===== config.mk =====
export PLATFORM = sky130hd
export DESIGN_NAME = prime_checker_seq
export DESIGN_NICKNAME = d
export VERILOG_FILES = /design/src/rtl/prime_pkg.sv /design/src/rtl/prime_trial_step.sv /design/src/rtl/prime_checker_seq.sv
export SDC_FILE = /design/constraint.sdc
export NUM_CORES = 1
export LEC_CHECK = 0
export CORE_MARGIN = 2
export CORE_UTILIZATION = 67
export DETAILED_ROUTE_END_ITERATION = 7
export PLACE_DENSITY = 0.87
export SLEW_MARGIN = 20
export SYNTH_ARGS = -nofsm -noshare
export SYNTH_HDL_FRONTEND = slang
export SYNTH_SLANG_ARGS = --single-unit

===== constraint.sdc =====
create_clock -name clk -period 28.4 [get_ports clk]
set_input_delay 7.1 -clock clk [delete_from_list [all_inputs] [get_ports clk]]
set_output_delay 7.1 -clock clk [all_outputs]
set_load 0.01 [all_outputs]

===== src/rtl/prime_pkg.sv =====
// prime_pkg: shared definitions for the sequential prime checker.
//   prime_state_e      - controller states (IDLE, CHECK, DONE)
//   FIRST_ODD_DIVISOR  - first divisor tried by the trial loop
//   MIN_WIDTH/MAX_WIDTH - legal operand width range
package prime_pkg;

    typedef enum logic [1:0] {
        IDLE  = 2'd0,
        CHECK = 2'd1,
        DONE  = 2'd2
    } prime_state_e;

    localparam int FIRST_ODD_DIVISOR = 3;
    localparam int MIN_WIDTH         = 4;
    localparam int MAX_WIDTH         = 32;

endpackage


===== src/rtl/prime_trial_step.sv =====
// prime_trial_step: combinational evaluation of one trial-division step.
// Ports:
//   n        (in,  WIDTH)  operand under test
//   d        (in,  WIDTH)  current odd divisor
//   sq_over  (out, 1)      d*d > n, i.e. no divisor up to sqrt(n) remains
//   divides  (out, 1)      n % d == 0 (forced low for d == 0)
module prime_trial_step #(
    parameter int WIDTH = 8
) (
    input  logic [WIDTH-1:0] n,
    input  logic [WIDTH-1:0] d,
    output logic             sq_over,
    output logic             divides
);

    logic [2*WIDTH-1:0] d_ext;
    logic [2*WIDTH-1:0] n_ext;
    logic [2*WIDTH-1:0] d_sq;
    logic [WIDTH-1:0]   rem;

    // The square is formed at double width so it cannot wrap for any d.
    assign d_ext = {{WIDTH{1'b0}}, d};
    assign n_ext = {{WIDTH{1'b0}}, n};
    assign d_sq  = d_ext * d_ext;

    assign sq_over = (d_sq > n_ext);

    // Guard the zero divisor so the remainder is always defined.
    assign rem     = (d == '0) ? n : (n % d);
    assign divides = (d != '0) && (rem == '0);

endmodule


===== src/rtl/prime_checker_seq.sv =====
// prime_checker_seq: sequential trial-division prime checker.
// Accepts one operand per input handshake, tests odd divisors 3, 5, 7, ...
// one per clock, and presents a registered verdict on the output handshake.
//
// Handshake: a transfer happens on a rising clk edge where valid and ready
// are both high. in_ready is high only in IDLE; out_valid is high only in
// DONE, where out_is_prime/out_number/out_factor hold until out_ready.
//
// Ports:
//   clk, rst_n    clock, asynchronous active-low reset
//   in_valid      (in)  operand offered
//   in_ready      (out) block idle and able to accept
//   in_number     (in)  WIDTH-bit unsigned operand
//   out_valid     (out) verdict available
//   out_ready     (in)  consumer takes the verdict
//   out_is_prime  (out) 1 when the operand is prime
//   out_number    (out) echo of the reported operand
//   out_factor    (out) smallest prime factor, 0 for primes and n<2;
//                       present only when PRIME_FACTOR_EN is defined
//
// Build option: define PRIME_FACTOR_EN to add the out_factor port/register.
module prime_checker_seq
    import prime_pkg::*;
#(
    parameter int WIDTH = 8
) (
    input  logic             clk,
    input  logic             rst_n,
    input  logic             in_valid,
    output logic             in_ready,
    input  logic [WIDTH-1:0] in_number,
    output logic             out_valid,
    input  logic             out_ready,
    output logic             out_is_prime,
    output logic [WIDTH-1:0] out_number
`ifdef PRIME_FACTOR_EN
    ,
    output logic [WIDTH-1:0] out_factor
`endif
);

    if (WIDTH < MIN_WIDTH || WIDTH > MAX_WIDTH) begin : g_bad_width
        $error("prime_checker_seq: WIDTH out of legal range");
    end

    localparam logic [WIDTH-1:0] C_TWO   = WIDTH'(2);
    localparam logic [WIDTH-1:0] C_THREE = WIDTH'(3);
    localparam logic [WIDTH-1:0] C_FIRST = WIDTH'(FIRST_ODD_DIVISOR);
    localparam logic [WIDTH-1:0] C_STEP  = WIDTH'(2);

    prime_state_e     state_q, state_d;
    logic [WIDTH-1:0] n_q, n_d;
    logic [WIDTH-1:0] d_q, d_d;
    logic             prime_q, prime_d;
`ifdef PRIME_FACTOR_EN
    logic [WIDTH-1:0] factor_q, factor_d;
`endif

    logic sq_over;
    logic divides;

    prime_trial_step #(
        .WIDTH (WIDTH)
    ) u_step (
        .n       (n_q),
        .d       (d_q),
        .sq_over (sq_over),
        .divides (divides)
    );

    always_ff @(posedge clk or negedge rst_n) begin
        if (!rst_n) begin
            state_q  <= IDLE;
            n_q      <= '0;
            d_q      <= '0;
            prime_q  <= 1'b0;
`ifdef PRIME_FACTOR_EN
            factor_q <= '0;
`endif
        end else begin
            state_q  <= state_d;
            n_q      <= n_d;
            d_q      <= d_d;
            prime_q  <= prime_d;
`ifdef PRIME_FACTOR_EN
            factor_q <= factor_d;
`endif
        end
    end

    always_comb begin
        state_d  = state_q;
        n_d      = n_q;
        d_d      = d_q;
        prime_d  = prime_q;
`ifdef PRIME_FACTOR_EN
        factor_d = factor_q;
`endif
        unique case (state_q)
            IDLE: begin
                if (in_valid) begin
                    n_d = in_number;
                    // Small and even operands are settled without the loop.
                    if (in_number < C_TWO) begin
                        prime_d  = 1'b0;
`ifdef PRIME_FACTOR_EN
                        factor_d = '0;
`endif
                        state_d  = DONE;
                    end else if (in_number == C_TWO || in_number == C_THREE) begin
                        prime_d  = 1'b1;
`ifdef PRIME_FACTOR_EN
                        factor_d = '0;
`endif
                        state_d  = DONE;
                    end else if (!in_number[0]) begin
                        prime_d  = 1'b0;
`ifdef PRIME_FACTOR_EN
                        factor_d = C_TWO;
`endif
                        state_d  = DONE;
                    end else begin
                        d_d     = C_FIRST;
                        state_d = CHECK;
                    end
                end
            end
            CHECK: begin
                // Square test first: once d*d > n no factor can remain.
                if (sq_over) begin
                    prime_d  = 1'b1;
`ifdef PRIME_FACTOR_EN
                    factor_d = '0;
`endif
                    state_d  = DONE;
                end else if (divides) begin
                    prime_d  = 1'b0;
`ifdef PRIME_FACTOR_EN
                    factor_d = d_q;
`endif
                    state_d  = DONE;
                end else begin
                    // Only odd divisors: n is odd here. d stays below
                    // sqrt(2^WIDTH)+2, so the add cannot wrap.
                    d_d = d_q + C_STEP;
                end
            end
            DONE: begin
                if (out_ready) begin
                    state_d = IDLE;
                end
            end
            default: begin
                state_d = IDLE;
            end
        endcase
    end

    assign in_ready     = (state_q == IDLE);
    assign out_valid    = (state_q == DONE);
    assign out_is_prime = prime_q;
    assign out_number   = n_q;
`ifdef PRIME_FACTOR_EN
    assign out_factor   = factor_q;
`else
    // No factor register in this build; the verdict path is unchanged.
`endif

endmodule


Yosys cells after proc, flatten, opt, wreduce, memory -nomap -nowiden
Index checks and enable logic that the tools add are counted.

ROM bits: 0. Output and inout bits: 11. RAM bits: 0. Memories: 0. Latch bits: 0. Word-level logic and storage cells: 56. Register bits: 19.

Reductions and logical operators: 11. $lt $le $gt $ge: 2. $mul: 1. Bitwise operators: 0. Add/sub/neg operators: 1. Multiplexer cells: 23. Shifts and indexed selects: 0. Div/mod/pow operators: 1. Equality and inequality tests: 13.

Operator list (count): 2-to-1 mux 8 bit (7); equality test 8 x 2 -> 1 bit (second input constant) (2); greater-than comparator 16 x 8 -> 1 bit (1); logical NOT 8 bit (2); multiplier 8 x 8 -> 16 bit (1); case mux 8 bit (2 select lines) (1); 2-to-1 mux 2 bit (7); != test 2 bit (second input constant) (5); adder 8 x 2 -> 8 bit (second input constant) (1); < comparator 8 x 2 -> 1 bit (second input constant) (1); modulo 8 x 8 -> 8 bit (1); nonzero test 8 bit (1); AND reduction 7 bit (1); 2-to-1 mux 1 bit (6); case mux 2 bit (3 select lines) (1); != test 2 x 1 -> 1 bit (second input constant) (2); != test 4 x 2 -> 1 bit (second input constant) (1); AND reduction 4 bit (1); != test 3 bit (second input constant) (1); AND reduction 3 bit (1); equality test 2 x 1 -> 1 bit (second input constant) (1); equality test 2 bit (second input constant) (1); logical NOT 2 bit (1); case mux 1 bit (2 select lines) (1); 4 further kinds (4).

Longest topological paths before layout
Gate-level depths: netlist of the first run.

Word-level depth: 7. Depth in mapped cells: 54.

Cells and area by module
Synthesis of the first run repeated with hierarchy kept, for this count alone.

Cells, all modules: 539. Area total of the unflattened synthesis: 4568.1 um^2.

By module, submodules not included: prime_trial_step (cells each 466, area each 3687.3 um^2, times used 1, seq. area each 0.0 um^2); prime_checker_seq (cells each 73, area each 880.8 um^2, times used 1, seq. area each 475.5 um^2).

Worst setup path before layout of the first run
Ideal clock, no wire load.

Path kind: flip-flop to flip-flop. From: register d_q[1]. To: register d_q[2]. Setup slack: 17447 ps. Clock period less this slack: 10953 ps. Path buffers: 1. Stages on the path, launching flop included: 49. Arrival time: 10833 ps. Path through: dfrtp_1 clkinv_1 ha_1 a41o_1 a31oi_1 ha_1 o21a_1 o211ai_1 nor3_1 a21oi_1 inv_1 ha_1 o211ai_1 a211oi_4 mux2i_1 ha_1 o21a_1 or3_1 [13 not listed] a21oi_1 inv_1 ha_1 o21a_1 o21ai_0 a31oi_1 a41oi_2 o21ai_0 fa_1 xor2_1 or4b_2 a2111oi_0 o21a_1 a311oi_2 o21ai_2 buf_6 nor2_1 a22o_1.

Cells in the longest elaborated chain, start to end: 6. Elaborated cells between the ends (all ways): 15.

Ends and longest elaborated chain: start: declaration (RTL line prime_checker_seq.sv:53) `logic [WIDTH-1:0] d_q, d_d;`; start signal: assignment (RTL line prime_checker_seq.sv:75) `d_q <= '0;`; start signal: assignment (RTL line prime_checker_seq.sv:83) `d_q <= d_d;`; modulo 8 x 8 -> 8 bit / logical NOT 8 bit (equally long branches) (RTL line prime_trial_step.sv:29) `assign rem = (d == '0) ? n : (n % d);`; 2-to-1 mux 8 bit (RTL line prime_trial_step.sv:29); logical NOT 8 bit (RTL line prime_trial_step.sv:30) `assign divides = (d != '0) && (rem == '0);`; logical AND 1 bit (RTL line prime_trial_step.sv:30); != test 2 bit (no source line); AND reduction 7 bit (no source line).

Parallel ways exist; a longest one is shown, timed or not. The select of a mux whose other input is x is not followed. A chain may end at the register's enable or synchronous reset.

Worst setup path in the final report of the first run
From: register d_q[1]. To: register d_q[7].

The elaborated chain is that of the path after synthesis.

==> results of run 1 <==
## stage by stage
step / utilization [%] / instance area, µm² / cells
after floorplan: - / 4570 / 577
after global placement: 72.2 / 4820 / 665
after detailed placement: 72.2 / 4820 / 665
after CTS: 72.9 / 4870 / 669
after global routing: 72.9 / 4870 / 669
final: 72.9 / 4870 / 669
## layout make-up
| type | count | area [µm²] |
|---|---|---|
| inverters | 63 | 236 |
| flip-flops and latches | 19 | 475 |
| clock inverters | 1 | 7.51 |
| multi-input cells | 481 | 3790 |
| repair buffers | 22 | 220 |
| clock buffers | 3 | 41.3 |
| fillers | 514 | 1810 |
| well taps | 80 | 100 |
## worst paths after layout
kind | cells past startpoint | endpoint | from | slack (ns)
setup / recovery | 51 | d_q[7] | d_q[1] | 15.46
hold / removal | 1 | state_q[1] | state_q[1] | 0.60
setup reg to reg | 51 | d_q[7] | d_q[1] | 15.46
hold reg to reg | 1 | state_q[1] | state_q[1] | 0.60
max in group asynchronous | 1 | out_number[7] | rst_n | 20.51
min in group asynchronous | 1 | state_q[0] | rst_n | 7.33
## flip-flops by register name, indices dropped and copies added, names as in the netlist
signal / flops
out_is_prime: 1
out_number: 8
state_q: 2
d_q: 8
## per-layer routing
metal | GRT usage [%] | vias to the layer above | part of all wire, %
li1 | - | 2100 | -
met1 | 41.9 | 2055 | 43
met2 | 50.8 | 171 | 47
met3 | 4.19 | 32 | 6.8
met4 | 11.5 | 0 | 2.3
met5 | 0 | - | 0
## cell usage after synthesis (10+ instances only)
cell / number
sky130_fd_sc_hd__ha_1: 77
sky130_fd_sc_hd__nor2_1: 59
sky130_fd_sc_hd__inv_1: 57
sky130_fd_sc_hd__nand2_1: 52
sky130_fd_sc_hd__a21oi_1: 35
sky130_fd_sc_hd__o21ai_0: 33
sky130_fd_sc_hd__fa_1: 26
sky130_fd_sc_hd__dfrtp_1: 19
sky130_fd_sc_hd__nor3_1: 16
sky130_fd_sc_hd__xnor2_1: 16
sky130_fd_sc_hd__o21a_1: 15
sky130_fd_sc_hd__o211ai_1: 12
sky130_fd_sc_hd__nand3_1: 10
## worst max-delay path: cells and delay by family, from the launching register on
family | cells | cell delay (ns)
AND/OR/NAND/NOR | 7 | 1.31
flip-flops | 1 | 0.48
buffers and inverters | 4 | 0.81
AO/OA/AOI/OAI | 31 | 7.18
adder cells (fa/ha/maj) | 8 | 2.74
multiplexers | 1 | 0.31
## cells by family after synthesis
| group | Yosys count | share of synthesized area, % |
|---|---|---|
| xor+xnor | 22 | 4.21 |
| simple gates | 189 | 20.0 |
| fa+ha+maj | 103 | 32.4 |
| buf+inv | 77 | 6.73 |
| compound gates | 156 | 23.6 |
| mux | 11 | 2.57 |
| flops | 19 | 10.4 |
==> impl_metrics.toml, run 1 <==
[run_status]
run_status = "finished clean"

[routing]
first_pass_iters = 5
drt_wl_total_mm = 11.2
drt_first_iter_violations = 350
ant_nets = 0
routedWlPerCell_um = 16.8
drc = 0
drt-vias-per-instance = 6.51
vias = 4358

[synthesis]
ys_types = 71
netlist_top_cells_area = "sky130_fd_sc_hd__ha_1, sky130_fd_sc_hd__fa_1, sky130_fd_sc_hd__dfrtp_1"
yosys.area.top_type = "sky130_fd_sc_hd__ha_1"
synth_enable_flop_cells = 0
ys.warnings.count = 0
synth_largest_type_area_fraction_pct = 21.1
syn-instance-count = 577
yosysSeqAreaShare_pct = 10.4
syn-num-nets = 692
synth-main-ff-cell = "sky130_fd_sc_hd__dfrtp_1"
cell_area_after_synthesis_um2 = 4570
synth.ff_latch_count = 19
synthesis.area_per_instance_um2 = 7.93
postSynth.asyncResetShare_pct = 100

[floorplan]
design.core.area_um2 = 6680
dieArea_um2 = 7500
dieWidth_um = 86.6
rows = 30
initial_standard_cell_utilization_of_the_core_pct = 68.5
pin_count = 23
die_height_um = 86.6

[setup_path]
cp_slowest_cell = "sky130_fd_sc_hd__clkinv_1"
cp.required_ns = 28.60
crit_path_dat_ns = 13.14
worstPathMaxFanout = 16
critPathMaxStageDelay_ns = 0.57
crit_type = "flip-flop to flip-flop"
worst_setup_path_end_kind = "flip-flop"
critPathLaunchType = "flip-flop"
cpMostUsedCell = "sky130_fd_sc_hd__ha_1"

[sta]
fmax_ghz = 0.0773
final.min_clock_period_ns = 12.94
grt_setup_unrepaired = "false"
hold_violations = 0
timing.final.setup_violations = 0
fin_hold_ws_ns = 0.601
count_of_final_max_slew_check_failures = 0
maxSlewHeadroom_pct = 39.7
finalSetupTns_ns = 0
worst_slew_pin_slew_ns = 0.901
fin_worst_skew_ns = 0.00579
fin_ws_ns = 15.46
final_min_period_over_clock_period_pct = 45.6

[clock_network]
cts-buffers-inserted = 3
clockRootBuffer = "sky130_fd_sc_hd__clkbuf_8"
worst_skew_pair.late_latency_ns = 0.27
post_cts_buffers = 0
clkSinkCount = 19
cts.reportedPaths.clkPinSlew_ns = 0.09
clock_tree.htree_level_count = 1
ctsResizeCount = 0
ctsHoldBuffers = 0
clockBufferDepth = 2
cts_tree = "done"

[placed_design]
io_buffers = 22
hpwlAfterDp_mm = 9.05
final_replace_weighted_congestion = 0.896
setup_ws_pre_cts_ns = 15.71

[global_routing]
grt_antenna_before_repair = 0
grt_first_pass_wirelength_mm = 18.9
first_global_vias = 4236
global_route.overflow_total = 0
gr-usage-all-layers_pct = 31.0
maximum_number_of_pins_on_one_net_before_global_route_repair = 20

[final_layout]
final_cell_mix = "sky130_fd_sc_hd__ha_1, sky130_fd_sc_hd__nor2_1, sky130_fd_sc_hd__inv_1"
diodes = 0
fraction_of_layout_cells_with_a_size_suffix_above_1_pct = 3.74
most_common_library_cell_in_the_layout_ignoring_fill_and_taps = "sky130_fd_sc_hd__ha_1"
nNetsFinal = 705
syn2layout_area_growth_pct = 6.51

[worst_hold_path]
hold_path.class = "flip-flop to flip-flop"

[run]
max_cap_violations = 0
Power of run 1 is not shown: default switching activity piles up to over one toggle a cycle in this logic, so the estimate is an artifact.
==> inputs of run 2 (changes only) <==
Settings changed: CORE_UTILIZATION 67 to 57, PLACE_DENSITY 0.87 to 0.78.
Clock period 28.4 ns to 11.7 ns, I/O delays scaled along.
==> impl_metrics.toml, run 2 (synthesis results as in run 1) <==
[run_status]
run_status = "finished clean"

[setup_path]
worstPathMaxFanout = 8
cp_slowest_cell = "sky130_fd_sc_hd__or4_4"
critPathLaunchType = "flip-flop"
reg2regPathDepth = 49
critPathBufInv = 5
critical_register_to_register_path_endpoint = "d_q[7]"
crit_path_dat_ns = 11.74
crit-reg2reg-launch = "d_q[4]"
worst_setup_path_end_kind = "flip-flop"
worst_path_dominant_cell_family = "compound AO/OA/AOI/OAI gates"
cpMostUsedCell = "sky130_fd_sc_hd__ha_1"
cp.required_ns = 11.89
crit_type = "flip-flop to flip-flop"
worst-r2r-setup-slack_ns = 0.15
critPathMaxStageDelay_ns = 0.61

[clock_network]
ctsHoldBuffers = 0
clockBufferDepth = 2
cts.reportedPaths.clkPinSlew_ns = 0.08
clkSinkCount = 19
clock_tree.htree_level_count = 1
clockRootBuffer = "sky130_fd_sc_hd__clkbuf_8"
cts-buffers-inserted = 3
cts_tree = "done"
worst_skew_pair.late_latency_ns = 0.27

[sta]
final.min_clock_period_ns = 11.55
count_of_final_max_slew_check_failures = 0
finalSetupTns_ns = 0
final_min_period_over_clock_period_pct = 98.7
hold_violations = 0
timing.final.setup_violations = 0
worst_slew_pin_slew_ns = 0.917
fin_hold_ws_ns = 0.609
fmax_ghz = 0.0866
fin_worst_skew_ns = 0.00145
maxSlewHeadroom_pct = 38.7

[floorplan]
design.core.area_um2 = 7770
rows = 32
initial_standard_cell_utilization_of_the_core_pct = 58.9
pin_count = 23
dieArea_um2 = 8760
dieWidth_um = 93.6
die_height_um = 93.6

[global_routing]
grt_first_pass_wirelength_mm = 20.2
global_route.overflow_total = 0
maximum_number_of_pins_on_one_net_before_global_route_repair = 20
first_global_vias = 4360
gr-usage-all-layers_pct = 28.3
grt_antenna_before_repair = 0

[worst_hold_path]
hold_path_depth = 1
hold_path.class = "flip-flop to flip-flop"
launch_point_of_the_worst_hold_path = "state_q[1]"
worstHoldEndpoint = "state_q[1]"

[routing]
vias = 4647
routedWlPerCell_um = 18.3
drt-vias-per-instance = 6.48
ant_nets = 0
drt_wl_total_mm = 13.1
first_pass_iters = 5
drt_first_iter_violations = 255
drc = 0

[final_layout]
most_common_library_cell_in_the_layout_ignoring_fill_and_taps = "sky130_fd_sc_hd__ha_1"
final_cell_mix = "sky130_fd_sc_hd__ha_1, sky130_fd_sc_hd__nor2_1, sky130_fd_sc_hd__inv_1"
post-route-cell-area_um2 = 5400
diodes = 0
finish.utilization_pct = 69.5
nNetsFinal = 731
syn2layout_area_growth_pct = 18.0
fraction_of_layout_cells_with_a_size_suffix_above_1_pct = 14.6

[placed_design]
placed_cell_area_um2 = 4940
io_buffers = 22
hpwlAfterDp_mm = 9.53
final_replace_weighted_congestion = 0.933

[run]
max_cap_violations = 0
-- run 2: worst max path at each step --
stage	start	to	slack, ns	cells past startpoint
floorplan	d_q[1]	d_q[2]	0.75	48
global placement	d_q[6]	d_q[7]	0.13	45
detailed placement	d_q[6]	d_q[7]	-0.46	49
CTS	d_q[5]	d_q[7]	0.007	50
global route	d_q[4]	d_q[7]	-0.27	49
finish	d_q[4]	d_q[7]	0.15	49
-- run 2: timing repair --
item / CTS / global route
setup endpoints to repair: 10 / 10
pin swaps: 0 / 13
gates cloned: 0 / 1
gates resized for setup: 12 / 54
setup buffers: 1 / 12
-- run 2: metal layers --
layer  wire length [µm]  global-route usage, %  vias to the layer above
li1                   -                      -                     2153
met1               5480                   38.1                     2220
met2               6280                   47.4                      219
met3                914                   4.83                       55
met4                463                   7.25                        0
met5                  0                      0                        -
-- run 2: area by class of cell --
cell class                      instances  area [µm²]
Timing Repair Buffer                   47         412
Inverter                               63         236
Tap cell                              102         128
Clock inverter                          1        7.51
Clock buffer                            3        41.3
Multi-Input combinational cell        482        4090
Fill cell                             621        2370
Sequential cell                        19         480
-- run 2: worst reg2reg max path: cells and delay by family, from the launching register on --
family | cells | cell delay (ns)
compound gates | 25 | 5.32
flops | 1 | 0.46
buf+inv | 5 | 0.64
simple gates | 10 | 2.30
fa+ha+maj | 7 | 2.29
mux | 2 | 0.47
-- run 2: metrics by stage --
step / setup slack, ns / std cells
floorplan: 0.747 / 577
global placement: 0.131 / 699
detailed placement: -0.455 / 699
CTS: 0.00734 / 704
global route: -0.271 / 717
finish: 0.152 / 717
Power of run 2 is left out for the same reason.
